`src/rtl/regfile24_wb_arbiter.sv`:
```
// Write-port controller for the 32x24 register file: post-reset clear sequence,
// round-robin arbitration of writeback requesters, and a pending-register scoreboard.
module regfile24_wb_arbiter #(
  parameter int NREQ = 3
) (
  input  logic                 core_clock_i,
  input  logic                 core_reset_n_i,
  input  logic [NREQ-1:0]      req_valid_i,
  input  logic [NREQ*5-1:0]    req_dest_i,
  input  logic [NREQ*24-1:0]   req_data_i,
  output logic [NREQ-1:0]      req_ready_o,
  input  logic                 issue_valid_i,
  input  logic [4:0]           issue_dest_i,
  output logic                 rf_we_o,
  output logic [4:0]           rf_dest_o,
  output logic [23:0]          rf_data_o,
  output logic [31:0]          busy_o,
  output logic                 init_done_o
);

  localparam int PW = (NREQ > 2) ? 2 : 1;

  typedef enum logic {S_INIT, S_RUN} state_t;

  state_t        r_state;
  logic [4:0]    r_cnt;
  logic [PW-1:0] r_ptr;

  logic [PW-1:0] w_gidx;
  logic [PW-1:0] w_idx;
  logic [PW-1:0] w_ptr_nxt;
  logic          w_xfer;
  logic [4:0]    w_dest;
  logic [23:0]   w_data;
  logic [31:0]   w_busy_nxt;
  int            w_t;

  // Scan from the farthest offset down to the pointer so the nearest valid
  // requester (searching upward from r_ptr) is the last one to claim the grant.
  always_comb begin
    w_xfer = 1'b0;
    w_gidx = '0;
    w_idx  = '0;
    w_t    = 0;
    if (r_state == S_RUN) begin
      for (int i = NREQ - 1; i >= 0; i--) begin
        w_t = int'(r_ptr) + i;
        if (w_t >= NREQ) w_t = w_t - NREQ;
        w_idx = PW'(w_t);
        if (req_valid_i[w_idx]) begin
          w_xfer = 1'b1;
          w_gidx = w_idx;
        end
      end
    end
  end

  always_comb begin
    req_ready_o = '0;
    if (w_xfer) req_ready_o[w_gidx] = 1'b1;
  end

  assign w_dest    = req_dest_i[int'(w_gidx)*5 +: 5];
  assign w_data    = req_data_i[int'(w_gidx)*24 +: 24];
  assign w_ptr_nxt = (w_gidx == PW'(NREQ - 1)) ? '0 : w_gidx + 1'b1;

  // Clear on commit first, then set on issue, so a same-cycle issue wins.
  always_comb begin
    w_busy_nxt = busy_o;
    if (rf_we_o)       w_busy_nxt[rf_dest_o]    = 1'b0;
    if (issue_valid_i) w_busy_nxt[issue_dest_i] = 1'b1;
  end

  always_ff @(posedge core_clock_i or negedge core_reset_n_i) begin
    if (!core_reset_n_i) begin
      r_state     <= S_INIT;
      r_cnt       <= '0;
      r_ptr       <= '0;
      rf_we_o     <= 1'b0;
      rf_dest_o   <= '0;
      rf_data_o   <= '0;
      busy_o      <= '0;
      init_done_o <= 1'b0;
    end else begin
      case (r_state)
        S_INIT: begin
          rf_we_o   <= 1'b1;
          rf_dest_o <= r_cnt;
          rf_data_o <= '0;
          r_cnt     <= r_cnt + 5'd1;
          if (r_cnt == 5'd31) begin
            init_done_o <= 1'b1;
            r_state     <= S_RUN;
          end
        end
        S_RUN: begin
          busy_o <= w_busy_nxt;
          if (w_xfer) begin
            rf_we_o   <= 1'b1;
            rf_dest_o <= w_dest;
            rf_data_o <= w_data;
            r_ptr     <= w_ptr_nxt;
          end else begin
            rf_we_o <= 1'b0;
          end
        end
        default: r_state <= S_INIT;
      endcase
    end
  end

endmodule
```
`config.mk`:
```
export PLATFORM = sky130hd
export DESIGN_NAME = regfile24_wb_arbiter
export DESIGN_NICKNAME = d
export VERILOG_FILES = /design/src/rtl/regfile24_wb_arbiter.sv
export SDC_FILE = /design/constraint.sdc
export NUM_CORES = 1
export LEC_CHECK = 0
export BUFFER_PORTS_ARGS = -buffer_cell sky130_fd_sc_hd__buf_4
export CORE_MARGIN = 2
export CORE_UTILIZATION = 30
export DETAILED_ROUTE_END_ITERATION = 10
export PLACE_DENSITY_LB_ADDON = 0.3
export SETUP_SLACK_MARGIN = 0.5
export SYNTH_ARGS = -nofsm -noshare
export SYNTH_HDL_FRONTEND = slang
export SYNTH_SLANG_ARGS = --single-unit
```
`constraint.sdc`:
```
create_clock -name core_clock_i -period 5.7 [get_ports core_clock_i]
set_input_delay 0.285 -clock core_clock_i [delete_from_list [all_inputs] [get_ports core_clock_i]]
set_output_delay 0.285 -clock core_clock_i [all_outputs]
set_load 0.01 [all_outputs]
```
* Word-level counts from Yosys, hierarchy flattened *
Index checks and enable logic that the tools add are counted.

word-level totals
  bits in registers = 71
  input bits = 98
  output and inout bits = 66
  logic and storage cells = 81

operators by class
  add/subtract/negate cells = 7
  $mul = 2
  magnitude comparators = 12
  eq/ne operators = 3
  shift-type cells = 2
  multiplexer cells = 38
  bitwise operators = 4
  reduce and logical (&&, ||, !) cells = 5

operators by type and width
  operator                                                    count
  indexed part select 72 x 8 -> 24 bit                        1
  two-way mux 32 bit                                          2
  case mux 24 bit (2 select lines)                            1
  bitwise AND 32 bit                                          1
  inverter 32 bit                                             1
  bitwise OR 32 bit                                           1
  two-way mux 24 bit                                          1
  two-way mux 2 bit                                           11
  indexed part select 15 x 6 -> 5 bit                         1
  two-way mux 1 bit                                           13
  less-than comparator 2 x 3 -> 1 bit, second input constant  4
  less-than comparator 5 x 6 -> 1 bit, second input constant  2
  demux 1 bit (select 5 bit)                                  2
  >= comparator 5 x 1 -> 1 bit, second input constant         2
  case mux 5 bit (2 select lines)                             1
  binary-select mux 1 bit (select 2 bit)                      3
  >= comparator 3 x 2 -> 1 bit, second input constant         2
  subtractor 2 bit, second input constant                     3
  adder 5 x 1 -> 5 bit, second input constant                 1
  == test 5 bit, second input constant                        1
  multiplier 2 x 3 -> 5 bit, second input constant            1
  two-way mux 5 bit                                           1
  multiplier 2 x 2 -> 4 bit, second input constant            1
  AND reduction 2 bit                                         2
  other kinds (12)                                            14

* Longest topological paths before layout *
Gate-level depths: netlist (run 1).

  word-level depth = 15
  gate-level depth with buffers = 10
  gate-level depth less buffers = 7

* Least setup slack after synthesis (run 1) *
No wires, ideal clock.

  path kind = register to output
  start point = register r_ptr[0]
  end point = output req_ready_o[0]
  arrival time = 1744 ps
  required time = 5415 ps
  setup slack = 3671 ps
  stages on the path, launching flop included = 8
  buffers on the path = 2
  cells stage by stage = dfrtp_1 inv_1 ha_1 maj3_2 a221oi_2 and3_1 buf_6 buf_6

between the ends
  longest elaborated chain between the ends = 15

RTL lines
  element                                                                                                    line  RTL
  start: declaration                                                                                         27    logic [PW-1:0] r_ptr;
  start signal: assignment                                                                                   102   r_ptr <= w_ptr_nxt;
  adder 2 x 2 -> 3 bit                                                                                       47    w_t = int'(r_ptr) + i;
  >= comparator 3 x 2 -> 1 bit or subtractor 2 bit (tied branches)                                           48    if (w_t >= NREQ) w_t = w_t - NREQ;
  two-way mux 2 bit                                                                                          48
  two-way mux 2 bit                                                                                          45    if (r_state == S_RUN) begin
  binary-select mux 1 bit (select 2 bit)                                                                     50    if (req_valid_i[w_idx]) begin
  two-way mux 1 bit (not written as such)                                                                    50
  two-way mux 2 bit (3 in a row)                                                                             50
  two-way mux 2 bit                                                                                          45
  less-than comparator 2 x 3 -> 1 bit (not written as such) or >= comparator 2 x 1 -> 1 bit (tied branches)  60    if (w_xfer) req_ready_o[w_gidx] = 1'b1;
  logical AND 1 bit (not written as such)                                                                    60
  two-way mux 1 bit (not written as such)                                                                    60
  demux 1 bit (select 2 bit)                                                                                 60
  two-way mux 3 bit (*)                                                                                      60
  end: declaration                                                                                           11    output logic [NREQ-1:0] req_ready_o,

Mark *: on every way between the ends. The rest lies on a longest branch, timed or not. The select of a mux whose other input is x is not followed.

* Worst setup path after layout (run 1) *
  start point = register r_ptr[0]
  end point = output req_ready_o[1]

The elaborated chain is that of the path after synthesis.

==> out/results.txt, run 1 <==
Clock Skew: 0.006232 ns
worst-path cell chain: inv_1, ha_1, and2_1, o21ai_0, and3_1, and2_1, buf_4
Routed Antenna Nets: 0
Total Routing Usage GR: 17.85%
CTS Hold Buffers Added: 0
die height: 110.9 um
crit-path max cell delay: 0.96 ns
Post-CTS Setup Bufs: 0
Final Cycle Share: 55.68%
Post-Synthesis Cell Area: 0.003427 mm2
Resize count post-CTS: 0
Avg Inst Size Synth: 9.848 um2
Syn Inst Count: 348
min Tclk post-route: 3.174 ns
Setup TNS Final: 0 ns
Post-synth EDFFs: 0
Starting Density: 30.40%
leak pwr: 2.221 nW
H-tree depth: 3
total power draw: 2.805 mW
diode count: 0
Vias: 3425
first-pass GRT wire length: 17.88 mm
# setup viols final: 0
Post-Route WL: 10.83 mm
CTS tree: done
CTS Root Buffer Type: clkbuf_16
power per cell area: 556.4 mW/mm2
Slew headroom: 14.91%
PnR worst setup slack: 2.526 ns
Final nets: 606
maxcap violations: 0
antenna violations before repair: 0
ys flop type: dfrtp_1
GRT overflow: 0
detailed router's first-iteration violation count: 193
worst-skew pair later-pin latency: 0.33 ns
clock-pin slew on the worst setup and hold paths: 0.06 ns
Port Buf Inserts: 163
CP dominant cell by count: and2_1
register area share after synthesis: 51.84%
share of layout cells above drive strength 1: 37.60%
placed insts: 636
clock buffer depth: 2
VDD IR max: 0.2460 mV
Core Util, Final: 44.72%
clk sinks: 71
final std cells w/o fill: 651
Core Box Area: 0.01127 mm2
DR DRC count: 0
maximum fanout along the worst path: 30
CP endpoint kind: output pin
Synth warnings: 0
Post-Place Setup Slack: 2.726 ns
final instance area: 0.005041 mm2
area grow syn2layout: 47.10%
post-DP HPWL: 7.619 mm
#FFs+latches synth: 71
I/O Pins: 164
Row Count: 39
syn nets: 450
pin count of the biggest net entering global routing: 72
DR WL/cell: 16.63 um
reg-to-reg slack, setup: 2.76 ns
die width: 110.9 um
die area: 0.01229 mm2
CP max-delay cell: and3_1
Startpoint Class: flop
vias per inst: 5.261
fin. max-slew vios: 0
WP data required: 5.41 ns
hold_ws: 0.08397 ns
total CTS buffers: 9
number of global-route vias before repair: 3585
ys async rst share: 100.0%
final hold violations: 0
Placed Area: 0.004721 mm2
kind of critical path: flop to output pin
Slew @ Worst Pin: 1.276 ns
Hold Path Class: primary input to async pin
post-synth cell types: 41
Critical Path AT: 2.89 ns
fmax: 315.1 MHz
status: finished clean
drt first pass iters: 5
RD Place Congestion: 0.8141
RSZ-0062 raised after global routing: false
-- final timing paths --
kind | from | end | cells past startpoint
setup / recovery | r_ptr[0]$_DFFE_PN0P_ | req_ready_o[1] | 7
hold / removal | core_reset_n_i | busy_o[1]$_DFFE_PN0P_ | 1
setup reg to reg | r_state$_DFF_PN0_ | rf_data_o[6]$_DFFE_PN0P_ | 4
hold reg to reg | init_done_o$_DFFE_PN0P_ | init_done_o$_DFFE_PN0P_ | 1
max in group asynchronous | core_reset_n_i | init_done_o$_DFFE_PN0P_ | 1
min in group core_clock_i | req_data_i[19] | rf_data_o[19]$_DFFE_PN0P_ | 3
-- synth_stat cells (2+ instances only) --
cell,instances,area [um2]
a222oi_1,7,70.07
buf_6,4,45.04
and3_1,5,31.28
buf_2,3,15.01
inv_1,4,15.01
ha_1,4,50.05
nor3_1,2,10.01
a221oi_1,4,35.03
nor2_1,8,30.03
a21o_1,3,22.52
nand4_1,2,12.51
o211ai_1,17,127.6
nand3b_1,6,45.04
clkbuf_1,9,33.78
nand3_1,3,15.01
xnor2_1,3,26.28
a21oi_1,16,80.08
buf_4,3,22.52
or3_1,6,37.54
a22oi_1,18,135.1
dfrtp_1,71,1777
mux2_2,2,22.52
o21ai_0,75,375.4
and2_1,3,18.77
nor2b_1,3,18.77
or3b_2,5,43.79
nand2_1,48,180.2
-- per-layer routing --
metal | up-vias | global-route usage [%] | routed length (um)
li1 | 1615 | - | -
met1 | 1651 | 22.91 | 4757
met2 | 153 | 29.37 | 5119
met3 | 6 | 5.194 | 879
met4 | 0 | 5.167 | 71
met5 | - | 0 | 0
-- power by group --
part | internal, mW | switching, mW
Clock | 0.393 | 0.209
Sequential | 0.728 | 0.165
Combinational | 0.606 | 0.703
Total | 1.73 | 1.08
-- logic make-up (layout without fill, tap and decap cells) --
family                     Yosys count  after routing  share of synthesized area (%)
DFF                                 71             71                          51.84
buffers and inverters               24            184                          3.942
AOI/OAI and AO/OA                  149            149                          27.31
and+or+nand+nor                     94             94                          13.69
muxes                                2              2                         0.6571
adders and majority gates            5              5                          1.789
xor gates and xnor gates             3              3                         0.7668
-- flip-flops by register name (all words and copies together) (netlist names) --
| name | count |
|---|---|
| r_cnt | 5 |
| init_done_o | 1 |
| rf_we_o | 1 |
| rf_data_o | 24 |
| rf_dest_o | 5 |
| busy_o | 32 |
| r_ptr | 2 |
| r_state | 1 |
-- cell usage in the layout (no fill, tap or decap), drive strengths merged, types with 4 or more instances in the layout --
cell	count
a222oi	7
a21oi	16
or3b	5
nand2	48
clkbuf	10
or3	6
a221oi	5
inv	5
nand3b	6
dfrtp	71
nor2	9
o211ai	17
and3	5
o21ai	75
ha	4
buf	164
a22oi	18
-- worst max-delay path: cells and delay by family, from the launching register on --
kind | cells | cell delay (ns)
AND/OR/NAND/NOR | 3 | 1.43
buffers and inverters | 2 | 0.18
adder cells (fa/ha/maj) | 1 | 0.38
flip-flops | 1 | 0.37
AO/OA/AOI/OAI | 1 | 0.19
-- final cells by class --
| type | count | area [um2] |
|---|---|---|
| Fill cell | 1085 | 6231 |
| Sequential cell | 71 | 1777 |
| Multi-Input combinational cell | 253 | 1515 |
| Timing Repair Buffer | 164 | 1231 |
| Clock buffer | 10 | 239.0 |
| Tap cell | 143 | 178.9 |
| Clock inverter | 5 | 81.33 |
| Inverter | 5 | 18.77 |
No activity file was read; power rests on OpenSTA's default activity.
==> run 2, diff against run 1 <==
clock period = 2.7 ns   (was 5.7 ns; I/O delays follow)
==> out/results.txt, run 2 (same netlist as run 1, synthesis figures left out) <==
drt first pass iters: 4 (was 5)
Core Util, Final: 46.43% (was 44.72%)
Row Count: 39 (unchanged)
max reg flops: 32 (unchanged)
worst r2r dst: rf_dest_o[4]$_DFFE_PN0P_ (was rf_data_o[6]$_DFFE_PN0P_)
die height: 110.9 um (unchanged)
clock buffer depth: 2 (unchanged)
RD Place Congestion: 0.7992 (was 0.8141)
pin count of the biggest net entering global routing: 72 (unchanged)
Port Buf Inserts: 163 (unchanged)
final hold violations: 0 (unchanged)
maxcap violations: 0 (unchanged)
total power draw: 6.169 mW (was 2.805 mW)
# fillers: 1090 (was 1085)
Core Box Area: 0.01127 mm2 (unchanged)
reg2reg start: r_ptr[0]$_DFFE_PN0P_ (was r_state$_DFF_PN0_)
Hold Path Class: primary input to flop (was primary input to async pin)
CP endpoint kind: output pin (unchanged)
fmax: 460.7 MHz
status: finished clean (unchanged)
clk sinks: 71 (unchanged)
detailed router's first-iteration violation count: 258 (was 193)
antenna violations before repair: 0 (unchanged)
RSZ-0062 raised after global routing: true (was false)
Total Routing Usage GR: 18.14% (was 17.85%)
Reg with most FFs: busy_o (unchanged)
vias per inst: 5.281 (was 5.261)
Final Cycle Share: 80.40%
Hold Path Depth: 3
CTS Root Buffer Type: clkbuf_16 (unchanged)
fin. max-slew vios: 0 (unchanged)
CTS tree: done (unchanged)
Slew headroom: 37.30% (was 14.91%)
Startpoint Class: flop (unchanged)
Setup TNS Final: 0 ns (unchanged)
H-tree depth: 3 (unchanged)
commonest non-fill, non-tap cells in the layout: buf_4 (170), o21ai_0 (74), dfrtp_1 (71) (was buf_4 (164), o21ai_0 (75), dfrtp_1 (71))
# setup viols final: 0 (unchanged)
r2r worst-path depth: 6 (was 4)
post-DP HPWL: 7.689 mm (was 7.619 mm)
GRT overflow: 0 (unchanged)
worst-skew pair later-pin latency: 0.33 ns (about the same)
registers with the most flip-flops: busy_o: 32 flops, rf_data_o: 24 flops (unchanged)
VDD IR max: 0.6261 mV (was 0.2460 mV)
Routed Antenna Nets: 0 (unchanged)
total CTS buffers: 9 (unchanged)
Slew @ Worst Pin: 0.9405 ns (was 1.276 ns)
Starting Density: 30.40% (unchanged)
die width: 110.9 um (unchanged)
leak pwr: 2.301 nW (was 2.221 nW)
I/O Pins: 164 (unchanged)
die area: 0.01229 mm2 (unchanged)
Critical Path AT: 2.04 ns (was 2.89 ns)
maximum fanout along the worst path: 18 (was 30)
first-pass GRT wire length: 18.11 mm (was 17.88 mm)
clock-pin slew on the worst setup and hold paths: 0.06 ns (about the same)
Post-Route WL: 11.28 mm (was 10.83 mm)
DR DRC count: 0 (unchanged)
crit path to: req_ready_o[1] (unchanged)
DR WL/cell: 16.93 um (was 16.63 um)
power per cell area: 1179 mW/mm2 (was 556.4 mW/mm2)
WP data required: 2.57 ns (was 5.41 ns)
share of layout cells above drive strength 1: 40.54% (was 37.60%)
most common cell after layout, fill and taps aside: buf_4 (unchanged)
diode count: 0 (unchanged)
min Tclk post-route: 2.171 ns
number of global-route vias before repair: 3481 (was 3585)
area grow syn2layout: 52.72% (was 47.10%)
reg-to-reg slack, setup: 0.57 ns (was 2.76 ns)
kind of critical path: flop to output pin (unchanged)
Clock Skew: 0.008411 ns (was 0.006232 ns)
Vias: 3517 (was 3425)
CP startpoint: r_ptr[0]$_DFFE_PN0P_ (unchanged)
Final nets: 620 (was 606)
hold path start: req_data_i[9]
run 2: power by group:
group / internal [mW] / total [mW] / leakage [nW] / switching [mW]
clock network: 0.614 / 1.05 / 0.133 / 0.439
registers: 1.54 / 1.90 / 0.798 / 0.365
logic: 1.60 / 3.21 / 1.37 / 1.61
total: 3.75 / 6.17 / 2.30 / 2.41
run 2: worst max-delay path, stage by stage, from the launching register on:
cell	delay, ns
dfrtp_1	0.39
inv_2	0.06
ha_4	0.27
nor3_2	0.23
a21oi_1	0.09
and3_4	0.20
buf_12	0.15
and2_1	0.18
buf_4	0.15
run 2: how the worst min path moves through the flow:
stage          slack, ns                         to
2_1_floorplan      -0.16      busy_o[0]$_DFFE_PN0P_
3_3_place_gp        0.33      busy_o[2]$_DFFE_PN0P_
3_5_place_dp        0.34      busy_o[1]$_DFFE_PN0P_
4_1_cts             0.02   rf_data_o[9]$_DFFE_PN0P_
5_1_grt             0.03  rf_data_o[19]$_DFFE_PN0P_
6_report            0.02   rf_data_o[9]$_DFFE_PN0P_
run 2: cell type report:
cell class	count	area (um2)	share of cell area, %
clock buffers	11	232.7	4.447
clock inverters	5	25.02	0.4781
inverters	5	18.77	0.3586
multi-input cells	253	1580	30.19
flip-flops and latches	71	1777	33.95
well taps	143	178.9	3.419
repair buffers	178	1421	27.16
run 2: layer usage:
metal / up-vias / part of all wire [%] / global-route usage (%)
met1: 1677 / 43 / 24.01
met5: - / 0 / 0
met2: 169 / 46 / 28.67
li1: 1650 / - / -
met3: 21 / 9.3 / 5.686
met4: 0 / 2.0 / 5.250
run 2: metrics by stage:
| step | area [um2] | std cells | setup slack [ns] | hold slack, ns |
|---|---|---|---|---|
| 2_1_floorplan | 3427 | 348 | 0.7239 | -0.1606 |
| 3_3_place_gp | 4766 | 642 | 0.2879 | 0.3334 |
| 3_5_place_dp | 4766 | 642 | 0.2506 | 0.3403 |
| 4_1_cts | 5195 | 666 | 0.4908 | 0.01863 |
| 5_1_grt | 5234 | 666 | 0.4618 | 0.02741 |
| 6_report | 5234 | 666 | 0.5292 | 0.02361 |
run 2: repair_timing:
| item | 4_1_cts | 5_1_grt |
|---|---|---|
| endpoints found under the setup margin | 23 | 30 |
| gates cloned | 1 | 0 |
| endpoints found under the hold margin | 41 | 0 |
| setup buffers | 6 | 0 |
| pin swaps | 3 | 4 |
| resized for setup | 16 | 7 |
| hold buffers | 1 | 0 |
==> run 3, diff against run 2 <==
clock period = 2.3 ns   (was 2.7 ns; I/O delays follow)
==> out/results.txt, run 3 (same netlist as run 1, synthesis figures left out) <==
first-pass GRT wire length: 18.24 mm (was 18.11 mm)
kind of critical path: flop to output pin (unchanged)
I/O Pins: 164 (unchanged)
worst-path cell chain: buf_6, ha_4, maj3_2, a221oi_4, and3_4, buf_6 (was inv_2, ha_4, nor3_2, a21oi_1, and3_4, buf_12, and2_1, buf_4)
DR WL/cell: 17.08 um (was 16.93 um)
CP dominant cell by count: buf_6
pin count of the biggest net entering global routing: 72 (unchanged)
leak pwr: 2.361 nW (was 2.301 nW)
post-DP HPWL: 7.870 mm (was 7.689 mm)
Multi-input gate area: 0.001628 mm2 (was 0.001580 mm2)
Sw Ratio: 38.34% (was 39.13%)
clock-pin slew on the worst setup and hold paths: 0.05 ns (was 0.06 ns)
Critical Path AT: 2.01 ns (was 2.04 ns)
total CTS buffers: 9 (unchanged)
Starting Density: 30.40% (unchanged)
Post-Route WL: 11.53 mm (was 11.28 mm)
clock buffer depth: 2 (unchanged)
Core Box Area: 0.01127 mm2 (unchanged)
diode count: 0 (unchanged)
RSZ-0062 raised after global routing: true (unchanged)
clk sinks: 71 (unchanged)
Final nets: 630 (was 620)
area grow syn2layout: 57.65% (was 52.72%)
vias per inst: 5.281 (about the same)
maxcap violations: 0 (unchanged)
Reg area: 0.001777 mm2 (unchanged)
Clock Skew: 0.006342 ns (was 0.008411 ns)
# setup viols final: 0 (unchanged)
maximum fanout along the worst path: 7 (was 18)
reg2reg start: r_ptr[0]$_DFFE_PN0P_ (unchanged)
Power Internal: 4.687 mW (was 3.755 mW)
share of layout cells above drive strength 1: 42.67% (was 40.54%)
Total Routing Usage GR: 18.30% (was 18.14%)
Setup TNS Final: 0 ns (unchanged)
Post-Place Setup Slack: -0.03316 ns (was 0.2506 ns)
DR DRC count: 0 (unchanged)
registers with the most flip-flops: busy_o: 32 flops, rf_data_o: 24 flops (unchanged)
worst r2r dst: rf_data_o[17]$_DFFE_PN0P_ (was rf_dest_o[4]$_DFFE_PN0P_)
Startpoint Class: flop (unchanged)
worst-skew pair later-pin latency: 0.33 ns (about the same)
fmax: 469.8 MHz
VDD IR max: 0.7571 mV (was 0.6261 mV)
fin. max-slew vios: 0 (unchanged)
CTS tree: done (unchanged)
die width: 110.9 um (unchanged)
most common cell after layout, fill and taps aside: buf_4 (unchanged)
Slew headroom: 38.63% (was 37.30%)
CTS Root Buffer Type: clkbuf_16 (unchanged)
WP data required: 2.18 ns (was 2.57 ns)
final hold violations: 0 (unchanged)
r2r worst-path depth: 8 (was 6)
Worst Hold Path EP: rf_data_o[19]$_DFFE_PN0P_ (was rf_data_o[9]$_DFFE_PN0P_)
die area: 0.01229 mm2 (unchanged)
# fillers: 1056 (was 1090)
Reg with most FFs: busy_o (unchanged)
PnR worst setup slack: 0.1715 ns (was 0.5292 ns)
Clock Power Share: 18.1% (was 17.1%)
crit-path max cell delay: 0.41 ns (was 0.39 ns)
number of global-route vias before repair: 3693 (was 3481)
drt first pass iters: 6 (was 4)
Hold Path Depth: 3 (unchanged)
CP max-delay cell: dfrtp_1 (unchanged)
min Tclk post-route: 2.128 ns
Port Buf Inserts: 163 (unchanged)
GRT overflow: 0 (unchanged)
status: finished clean (unchanged)
max reg flops: 32 (unchanged)
total power draw: 7.601 mW (was 6.169 mW)
RD Place Congestion: 0.8051 (was 0.7992)
power per cell area: 1407 mW/mm2 (was 1179 mW/mm2)
Logic pwr share: 52.4% (was 52.1%)
Slew @ Worst Pin: 0.9205 ns (was 0.9405 ns)
reg-to-reg slack, setup: 0.22 ns (was 0.57 ns)
commonest non-fill, non-tap cells in the layout: buf_4 (175), o21ai_0 (73), dfrtp_1 (71) (was buf_4 (170), o21ai_0 (74), dfrtp_1 (71))
Vias: 3565 (was 3517)
sequential power share: 29.5% (was 30.8%)
Final Cycle Share: 92.54%
Hold Path Class: primary input to flop (unchanged)
Routed Antenna Nets: 0 (unchanged)
NetSw: 2.914 mW (was 2.414 mW)
antenna violations before repair: 0 (unchanged)
H-tree depth: 3 (unchanged)
detailed router's first-iteration violation count: 236 (was 258)
hold path start: req_data_i[19] (was req_data_i[9])
Row Count: 39 (unchanged)
die height: 110.9 um (unchanged)
CP endpoint kind: output pin (unchanged)
[run 3: worst max-delay path, delay by kind of cell, from the launching register on]
kind | cells | cell delay (ns)
simple gates | 1 | 0.25
fa+ha+maj | 2 | 0.53
compound gates | 1 | 0.26
flops | 1 | 0.41
buf+inv | 2 | 0.23
[run 3: final cells by class]
type | instances | share of cell area (%)
Clock inverter | 5 | 1.088
Clock buffer | 10 | 4.423
Tap cell | 143 | 3.312
Inverter | 5 | 0.3474
Multi-Input combinational cell | 253 | 30.13
Timing Repair Buffer | 188 | 27.81
Sequential cell | 71 | 32.89
[run 3: power groups by stage]
stage / Sequential (mW) / Combinational, mW / Clock, mW
after global placement: 2.23 / 3.25 / 0
after CTS: 2.24 / 3.78 / 1.42
final: 2.24 / 3.98 / 1.38
after detailed placement: 2.25 / 3.34 / 0
after floorplan: 2.37 / 1.76 / 0
after global routing: 2.31 / 4.32 / 1.47
[run 3: metal layers]
metal	global-route usage (%)	part of all wire, %	vias to the layer above
met4	6.167	2.0	0
met3	5.030	8.7	22
met2	29.90	48	185
met1	23.50	42	1697
li1	-	-	1661
met5	0	0	-
[run 3: how the worst max path moves through the flow]
stage	to	from	slack, ns
after floorplan	rf_data_o[14]$_DFFE_PN0P_	r_ptr[1]$_DFFE_PN0P_	0.41
after global placement	req_ready_o[0]	r_ptr[0]$_DFFE_PN0P_	0.007
after detailed placement	req_ready_o[0]	r_ptr[0]$_DFFE_PN0P_	-0.03
after CTS	req_ready_o[0]	r_ptr[1]$_DFFE_PN0P_	0.20
after global routing	req_ready_o[0]	r_ptr[0]$_DFFE_PN0P_	0.09
final	req_ready_o[0]	r_ptr[0]$_DFFE_PN0P_	0.17
[run 3: timing repair]
item                                    CTS  global route
gates resized for setup                  23             8
endpoints found under the setup margin   35            35
pin swaps                                10             6
cloned                                    1             0
hold buffers                              2             0
endpoints found under the hold margin    72             0
buffers inserted                         12             4
[run 3: per-stage QoR]
stage / cells / hold slack, ns / cell area (um2) / util, %
floorplan: 348 / -0.1806 / 3458 / -
global placement: 641 / 0.3021 / 4781 / 42.41
detailed placement: 641 / 0.3179 / 4781 / 42.41
CTS: 671 / 0.004652 / 5308 / 47.09
global route: 675 / 0.009703 / 5403 / 47.93
finish: 675 / 0.01607 / 5403 / 47.93
